[src/rtl/evm_pkg.sv]
// Shared definitions for the EVM tally: FSM state encoding and party indices.
package evm_pkg;

  typedef enum logic [1:0] {
    ST_COUNT  = 2'd0,
    ST_SEALED = 2'd1,
    ST_READ   = 2'd2,
    ST_CLEAR  = 2'd3
  } state_t;

  localparam int NUM_PARTY = 4;

  localparam logic [1:0] PARTY1 = 2'd0;
  localparam logic [1:0] PARTY2 = 2'd1;
  localparam logic [1:0] PARTY3 = 2'd2;
  localparam logic [1:0] PARTY4 = 2'd3;

endpackage

[src/rtl/evm_sat_counter.sv]
// One saturating per-party counter: increments in 1 cycle, sticks at all-ones, sync clear wins.
// o_sat is combinational from the stored count so the caller can flag overflow on the same edge.
module evm_sat_counter #(
  parameter int COUNT_W = 8
) (
  input  logic               clk,
  input  logic               reset_n,
  input  logic               i_inc,
  input  logic               i_clr,
  output logic [COUNT_W-1:0] o_cnt,
  output logic               o_sat
);

  logic [COUNT_W-1:0] r_cnt;

  assign o_sat = &r_cnt;
  assign o_cnt = r_cnt;

  always_ff @(posedge clk or negedge reset_n) begin
    if (!reset_n) begin
      r_cnt <= '0;
    end else if (i_clr) begin
      r_cnt <= '0;
    end else if (i_inc && !o_sat) begin
      r_cnt <= r_cnt + 1'b1;
    end
  end

endmodule

[src/rtl/evm_vote_tally.sv]
// Vote tally: edge-detected votes into 4 saturating counters, seal/read(1-cycle)/4-step clear FSM.
// Optional EVM_TALLY_TOTAL_EN adds a non-saturating total_votes output.
module evm_vote_tally
  import evm_pkg::*;
#(
  parameter int COUNT_W = 8
) (
  input  logic               clk,
  input  logic               reset_n,
  input  logic               vote_strobe,
  input  logic [1:0]         incr_party_vote,
  input  logic               seal,
  input  logic               officer_id_status,
  input  logic               read_req,
  input  logic [1:0]         read_party,
  input  logic               clear_req,
  output logic [COUNT_W-1:0] count_out,
  output logic               read_valid,
  output logic               sealed,
  output logic               overflow,
  output logic               busy
`ifdef EVM_TALLY_TOTAL_EN
  ,
  output logic [COUNT_W+1:0] total_votes
`endif
);

  state_t                 r_state;
  state_t                 w_next;
  logic                   r_strobe_d;
  logic                   w_accept;
  logic [1:0]             r_clr_idx;
  logic [1:0]             r_rd_party;
  logic [COUNT_W-1:0]     r_count_out;
  logic                   r_read_valid;
  logic                   r_overflow;
  logic [NUM_PARTY-1:0]   w_clr_step;
  logic                   w_clr_last;
  logic [NUM_PARTY-1:0]   w_inc;
  logic [NUM_PARTY-1:0]   w_sat;
  logic [COUNT_W-1:0]     w_cnt [NUM_PARTY];

  // Only the rising edge of the strobe counts, and only while counting.
  assign w_accept = vote_strobe && !r_strobe_d && (r_state == ST_COUNT);

  for (genvar g = 0; g < NUM_PARTY; g++) begin : g_party
    assign w_inc[g] = w_accept && (incr_party_vote == 2'(g));

    evm_sat_counter #(.COUNT_W(COUNT_W)) u_cnt (
      .clk     (clk),
      .reset_n (reset_n),
      .i_inc   (w_inc[g]),
      .i_clr   (w_clr_step[g]),
      .o_cnt   (w_cnt[g]),
      .o_sat   (w_sat[g])
    );
  end

  always_ff @(posedge clk or negedge reset_n) begin
    if (!reset_n) begin
      r_state <= ST_COUNT;
    end else begin
      r_state <= w_next;
    end
  end

  always_comb begin
    w_next = r_state;
    case (r_state)
      ST_COUNT:  if (seal) w_next = ST_SEALED;
      ST_SEALED: begin
        if (clear_req && officer_id_status) w_next = ST_CLEAR;
        else if (read_req)                  w_next = ST_READ;
      end
      ST_READ:   w_next = ST_SEALED;
      ST_CLEAR:  if (r_clr_idx == 2'd3) w_next = ST_COUNT;
      default:   w_next = ST_COUNT;
    endcase
  end

  always_comb begin
    sealed     = 1'b0;
    busy       = 1'b0;
    w_clr_step = '0;
    w_clr_last = 1'b0;
    case (r_state)
      ST_SEALED, ST_READ: sealed = 1'b1;
      ST_CLEAR: begin
        busy                  = 1'b1;
        w_clr_step[r_clr_idx] = 1'b1;
        w_clr_last            = (r_clr_idx == 2'd3);
      end
      default: ;
    endcase
  end

  always_ff @(posedge clk or negedge reset_n) begin
    if (!reset_n) begin
      r_strobe_d   <= 1'b0;
      r_clr_idx    <= 2'd0;
      r_rd_party   <= 2'd0;
      r_count_out  <= '0;
      r_read_valid <= 1'b0;
      r_overflow   <= 1'b0;
    end else begin
      r_strobe_d   <= vote_strobe;
      r_clr_idx    <= (r_state == ST_CLEAR) ? r_clr_idx + 2'd1 : 2'd0;
      r_read_valid <= (r_state == ST_READ);
      if (r_state == ST_SEALED) r_rd_party <= read_party;
      // Counts are frozen while sealed, so reading them one cycle later is exact.
      if (r_state == ST_READ) r_count_out <= w_cnt[r_rd_party];
      if (w_clr_last) begin
        r_overflow <= 1'b0;
      end else if (w_accept && w_sat[incr_party_vote]) begin
        r_overflow <= 1'b1;
      end
    end
  end

  assign count_out  = r_count_out;
  assign read_valid = r_read_valid;
  assign overflow   = r_overflow;

`ifdef EVM_TALLY_TOTAL_EN
  logic [COUNT_W+1:0] r_total;

  always_ff @(posedge clk or negedge reset_n) begin
    if (!reset_n) begin
      r_total <= '0;
    end else if (w_clr_step[0]) begin
      r_total <= '0;
    end else if (w_accept) begin
      r_total <= r_total + 1'b1;
    end
  end

  assign total_votes = r_total;
`endif

endmodule
[config.mk]
export PLATFORM = sky130hd
export DESIGN_NAME = evm_vote_tally
export DESIGN_NICKNAME = d
export VERILOG_FILES = /design/src/rtl/evm_pkg.sv /design/src/rtl/evm_sat_counter.sv /design/src/rtl/evm_vote_tally.sv
export SDC_FILE = /design/constraint.sdc
export NUM_CORES = 1
export LEC_CHECK = 0
export ABC_AREA = 1
export BUFFER_PORTS_ARGS = -buffer_cell sky130_fd_sc_hd__buf_4
export CAP_MARGIN = 20
export CORE_MARGIN = 2
export CORE_UTILIZATION = 50
export CTS_CLUSTER_DIAMETER = 200
export DETAILED_ROUTE_END_ITERATION = 8
export GPL_ROUTABILITY_DRIVEN = 0
export PLACE_DENSITY_LB_ADDON = 0.25
export SETUP_SLACK_MARGIN = 0.1
export SLEW_MARGIN = 20
export SYNTH_ARGS = -nofsm -noshare
export SYNTH_HDL_FRONTEND = slang
export SYNTH_SLANG_ARGS = --single-unit
[constraint.sdc]
create_clock -name clk -period 3.6 [get_ports clk]
set_input_delay 0.36 -clock clk [delete_from_list [all_inputs] [get_ports clk]]
set_output_delay 0.36 -clock clk [all_outputs]
set_load 0.005 [all_outputs]
## Yosys cells after proc, flatten, opt, wreduce, memory -nomap -nowiden

Index checks and enable logic that the tools add are counted.

- $add $sub $neg: 5
- $lt $le $gt $ge: 4
- Equal/unequal tests: 10
- Muxes and demuxes: 27
- Bitwise operators: 1
- Reductions and logical operators: 31

Operators by type and width:

| operator | count |
|---|---|
| two-way mux 8 bit | 10 |
| adder 8 x 1 -> 8 bit (second input constant) | 4 |
| AND reduction 8 bit | 4 |
| binary-select mux 8 bit (select 2 bit) | 1 |
| logical AND 1 bit | 13 |
| == test 2 bit (second input constant) | 5 |
| two-way mux 2 bit | 5 |
| nonzero test 2 bit | 5 |
| one-hot mux 2 bit (4 select lines) | 1 |
| two-way mux 1 bit | 7 |
| less-than comparator 2 x 3 -> 1 bit (second input constant) | 2 |
| zero test 1 bit | 5 |
| == test 2 x 1 -> 1 bit (second input constant) | 2 |
| zero test 2 bit | 2 |
| two-way mux 4 bit | 1 |
| inequality test 2 bit (second input constant) | 2 |
| greater-or-equal comparator 3 bit (second input constant) | 1 |
| inequality test 3 bit (second input constant) | 1 |
| NOT 2 -> 3 bit | 1 |
| AND reduction 3 bit | 1 |
| adder 2 x 1 -> 2 bit (second input constant) | 1 |
| binary-select mux 1 bit (select 2 bit) | 1 |
| demux 1 bit (select 2 bit) | 1 |
| greater-or-equal comparator 2 x 1 -> 1 bit (second input constant) | 1 |
| OR reduction 2 bit | 1 |

- Register bits: 49
- Input port bits: 11
- Output and inout bits: 12
- Logic and storage cells: 89

## Longest topological paths before layout

- Depth after elaboration: 7
- Gate-level depth with buffers: 9
- Gate-level depth less buffers: 9

## Modules after synthesis

Synthesis repeated with hierarchy kept, for this count alone.

- Cell total of the unflattened synthesis: 446
- Area total of the unflattened synthesis: 3210.6 µm²

By module, submodules not included:

| module | times used | cells each | area an instance (µm²) | sequential area each (µm²) |
|---|---|---|---|---|
| evm_sat_counter | 4 | 69 | 503.0 | 200.2 |
| evm_vote_tally | 1 | 170 | 1198.6 | 425.4 |

## Worst setup path before layout

Ideal clock, no wire load.

- Path kind: flip-flop to flip-flop
- Start: register r_state[0]
- End: register g_party[3].u_cnt.r_cnt[3]
- Setup time: 119 ps
- Arrival: 1313 ps
- Data required time: 3481 ps
- Slack: 2168 ps
- Cell stages (with the launch flop): 9
- Path buffers: 0
- Clock period less this slack: 1432 ps
- Path through: dfrtp_1 > inv_1 > ha_1 > nand3_2 > nor2_4 > nand3_4 > nand2_4 > o21ai_2 > and2_1

- Cells in the longest elaborated chain, start to end: 5
- Elaborated cells between the ends (all ways): 8
- Those cells by class: eq/ne: 1; mux: 2; reduce/logical: 5

Ends and longest elaborated chain:

| what | line | RTL |
|---|---|---|
| start: declaration | evm_vote_tally.sv:28 | `state_t r_state;` |
| start signal: assignment | evm_vote_tally.sv:63 | `r_state <= w_next;` |
| zero test 2 bit | evm_vote_tally.sv:44 | `assign w_accept = vote_strobe && !r_strobe_d && (r_state == ST_COUNT);` |
| logical AND 1 bit | evm_vote_tally.sv:44 |  |
| logical AND 1 bit | evm_vote_tally.sv:47 | `assign w_inc[g] = w_accept && (incr_party_vote == 2'(g));` |
| logical AND 1 bit | evm_sat_counter.sv:24 | `end else if (i_inc && !o_sat) begin` |
| nonzero test 2 bit (no line) | - |  |
| end signal: assignment | evm_sat_counter.sv:25 | `r_cnt <= r_cnt + 1'b1;` |
| end: declaration | evm_sat_counter.sv:14 | `logic [COUNT_W-1:0] r_cnt;` |

Parallel ways exist; a longest one is shown, timed or not.
A chain may end at the register's enable or synchronous reset.

## Worst setup path after layout

- Start: register r_state[0]
- End: register g_party[0].u_cnt.r_cnt[3]

- Cells in the longest elaborated chain, start to end: 5
- Elaborated cells between the ends (all ways): 8
- Those cells by class: eq/ne: 1; mux: 2; reduce/logical: 5

Ends and longest elaborated chain:

| what | line |
|---|---|
| zero test 2 bit | evm_vote_tally.sv:44 |
| logical AND 1 bit | evm_vote_tally.sv:44 |
| logical AND 1 bit | evm_vote_tally.sv:47 |
| logical AND 1 bit | evm_sat_counter.sv:24 |
| nonzero test 2 bit (no line) | - |
| end signal: assignment | evm_sat_counter.sv:25 |
| end: declaration | evm_sat_counter.sv:14 |

Parallel ways exist; a longest one is shown, timed or not.

==> results.ini <==
[status]
outcome = finished, final reports clean

[sta]
worst_pin_slew_ns = 0.618
post-route-period-util_pct = 44.8
final-setup-viol-count = 0
setup_tns_ns = 0
max-slew-margin-rel_pct = 58.8
finalCriticalPeriod_ns = 1.61
layout_setup_ws_ns = 1.99
clock_skew_ns = 0.00782
final_max_slew_viol_count = 0
fmax_mhz = 620
rsz0062_at_grt = false
finalHoldViolCount = 0

[layout]
multi_input_area_um2 = 1450
ff_latch_area_um2 = 1230
fin_area_um2 = 3190
area_growth_pct = 10.0
instances_no_fill = 458
n_antenna_cell = 0
drive_gt1_share_pct = 13.0
fin_nets = 408
fillers = 538

[logic_synthesis]
ys_types = 35
synth.cell_area_um2 = 2900
synth-seq-cells = 49
yosys_warnings = 0
synth_nets = 387
synth-seq-area-share_pct = 42.3
avgSynthCellArea_um2 = 7.96
syn_inst = 364

[place]
placed_area_um2 = 3110
place.port_buffers = 22
dp.cells = 450
place_ws_ns = 2.01
hpwl_mm = 4.79

[worst_setup_path]
critPathLaunchType = register
slowest_delay_ns = 0.43
arrival_ns = 1.80
crit_type = register to register
crit_required_ns = 3.79
crit_path_top_delay_cell = nand2_1
path_cells = ha_1, nand2_1, nand2_4, nand3b_1, nand2_1
cpMostUsedCell = nand2_1
critPathMaxFanout = 15
cp-end-kind = register

[clock_network]
clk_pin_slew_ns = 0.09
cts.sinks = 49
cts_hold_buf = 0
ctsResizeCount = 0
cts_buffer_depth = 2
root_buffer = clkbuf_8
htree_levels = 2
cts_made_buffers = 5
cts_setup_buffers = 0
insertion_delay_ns = 0.30
cts_tree = yes

[floorplanning]
die_y_um = 80.1
core_area_um2 = 5540
initial_utilization_pct = 52.3
die_area_um2 = 6420
io_pins = 23
floorplan.rows = 27
die_w_um = 80.1

[route]
first_iter_violations = 149
vias = 2438
ant_nets = 0
post_drt_wl_per_cell_um = 13.7
drt_pass1_iterations = 4
drc = 0
via_per_inst = 5.32
wl_mm = 6.27

[global_route]
grtUsageTotal_pct = 21.6
grt_pass1_vias = 2351
grt_max_degree = 50
antenna_found_initial = 0
grt-ovfl-total = 0
grt_pass1_wl_mm = 10.7

[power]
finalPower_uw = 1980
p_leak_uw = 0.00159
power_density_nw_per_um2 = 620
peakVddDrop_mv = 0.327

[run]
drv_cap = 0

[hold_path]
hp-class = input port to asynchronous set/reset pin

where the power goes:
part	total [µW]	internal, µW	switching, µW
registers	888	711	177
logic	776	330	446
clock network	312	138	174
cell usage in the layout (no fill, tap or decap):
master,netlist,routed
nor2_2,5,5
and2_1,1,1
inv_2,3,3
nand3_2,5,5
inv_1,45,45
a31oi_1,8,8
clkbuf_8,0,5
a21oi_1,16,16
xor2_1,16,16
nand2_4,2,2
clkbuf_1,3,3
o21ai_1,4,4
o21bai_1,2,2
xnor2_1,1,1
o21ai_0,31,31
nor3_1,2,2
nand3b_1,2,2
a21boi_0,1,1
o31ai_1,1,1
dfrtp_1,49,49
a21o_1,1,1
ha_1,12,12
nor2_4,2,2
nand4_1,4,4
nand2_1,65,65
nand3_4,1,1
o21ai_2,1,1
o22ai_1,1,1
nand2_2,4,4
nand3_1,39,39
buf_4,1,22
o211ai_1,1,1
nor2_1,31,31
logic make-up after synthesis:
logic type,Yosys count,synth area share (%)
and+or+nand+nor,163,27.0
xor gates and xnor gates,17,5.14
buffers and inverters,56,7.78
AOI/OAI and AO/OA,67,12.6
adders and majority gates,12,5.18
DFF,49,42.3
cell usage after synthesis (all sizes together):
cell | n | area, µm²
nor2 | 38 | 170
inv | 48 | 180
o211ai | 1 | 7.51
nand3b | 2 | 15.0
o21bai | 2 | 15.0
nand2 | 71 | 292
nor3 | 2 | 10.0
nand3 | 45 | 263
and2 | 1 | 6.26
clkbuf | 4 | 16.3
o31ai | 1 | 7.51
ha | 12 | 150
a31oi | 8 | 50.1
dfrtp | 49 | 1230
nand4 | 4 | 25.0
a21boi | 1 | 7.51
o21ai | 36 | 184
a21o | 1 | 7.51
xor2 | 16 | 140
a21oi | 16 | 80.1
xnor2 | 1 | 8.76
o22ai | 1 | 6.26
buf | 4 | 28.8
critical path: cells and delay by family (launching register included):
family / cells / cell delay [ns]
adders and majority gates: 1 / 0.29
DFF: 1 / 0.42
and+or+nand+nor: 4 / 0.79
layer usage:
metal | vias up | share of wire, % | routed length, µm | global-route usage (%)
li1 | 1233 | - | - | -
met1 | 1154 | 48 | 3000 | 30.0
met2 | 42 | 47 | 2960 | 34.4
met3 | 9 | 3.7 | 231 | 3.60
met4 | 0 | 1.3 | 80 | 7.29
met5 | - | 0 | 0 | 0
path summary, 6_finish.rpt:
kind,cells after the start,from,slack [ns],endpoint
max,5,r_state[0],1.99,g_party[0].u_cnt.o_cnt[3]
min,1,reset_n,0.06,g_party[2].u_cnt.o_cnt[3]
max reg2reg,5,r_state[0],1.99,g_party[0].u_cnt.o_cnt[3]
min reg2reg,1,r_clr_idx[0],0.50,r_clr_idx[0]
max in group asynchronous,1,reset_n,3.13,g_party[0].u_cnt.o_cnt[1]
min in group clk,1,vote_strobe,0.18,r_strobe_d
per-stage QoR:
step	util [%]	hold WS (ns)
floorplan	-	0.0644
global placement	56.1	0.415
detailed placement	56.1	0.416
CTS	57.5	0.0880
global route	57.5	0.108
finish	57.5	0.0649
area by class of cell:
class	instances	share of cell area [%]
timing repair buffer	22	5.18
multi-input combinational	259	45.3
sequential	49	38.5
inverter	48	5.65
tap	72	2.83
clock buffer	8	2.51
state kept, by name, summed over array words and instances, names as in the netlist:
name and cells:
overflow 1, read_valid 1, count_out 8, r_state 2, r_rd_party 2, r_clr_idx 2
r_strobe_d 1, g_party.u_cnt.o_cnt 32
(Power assumes the default switching activity.)
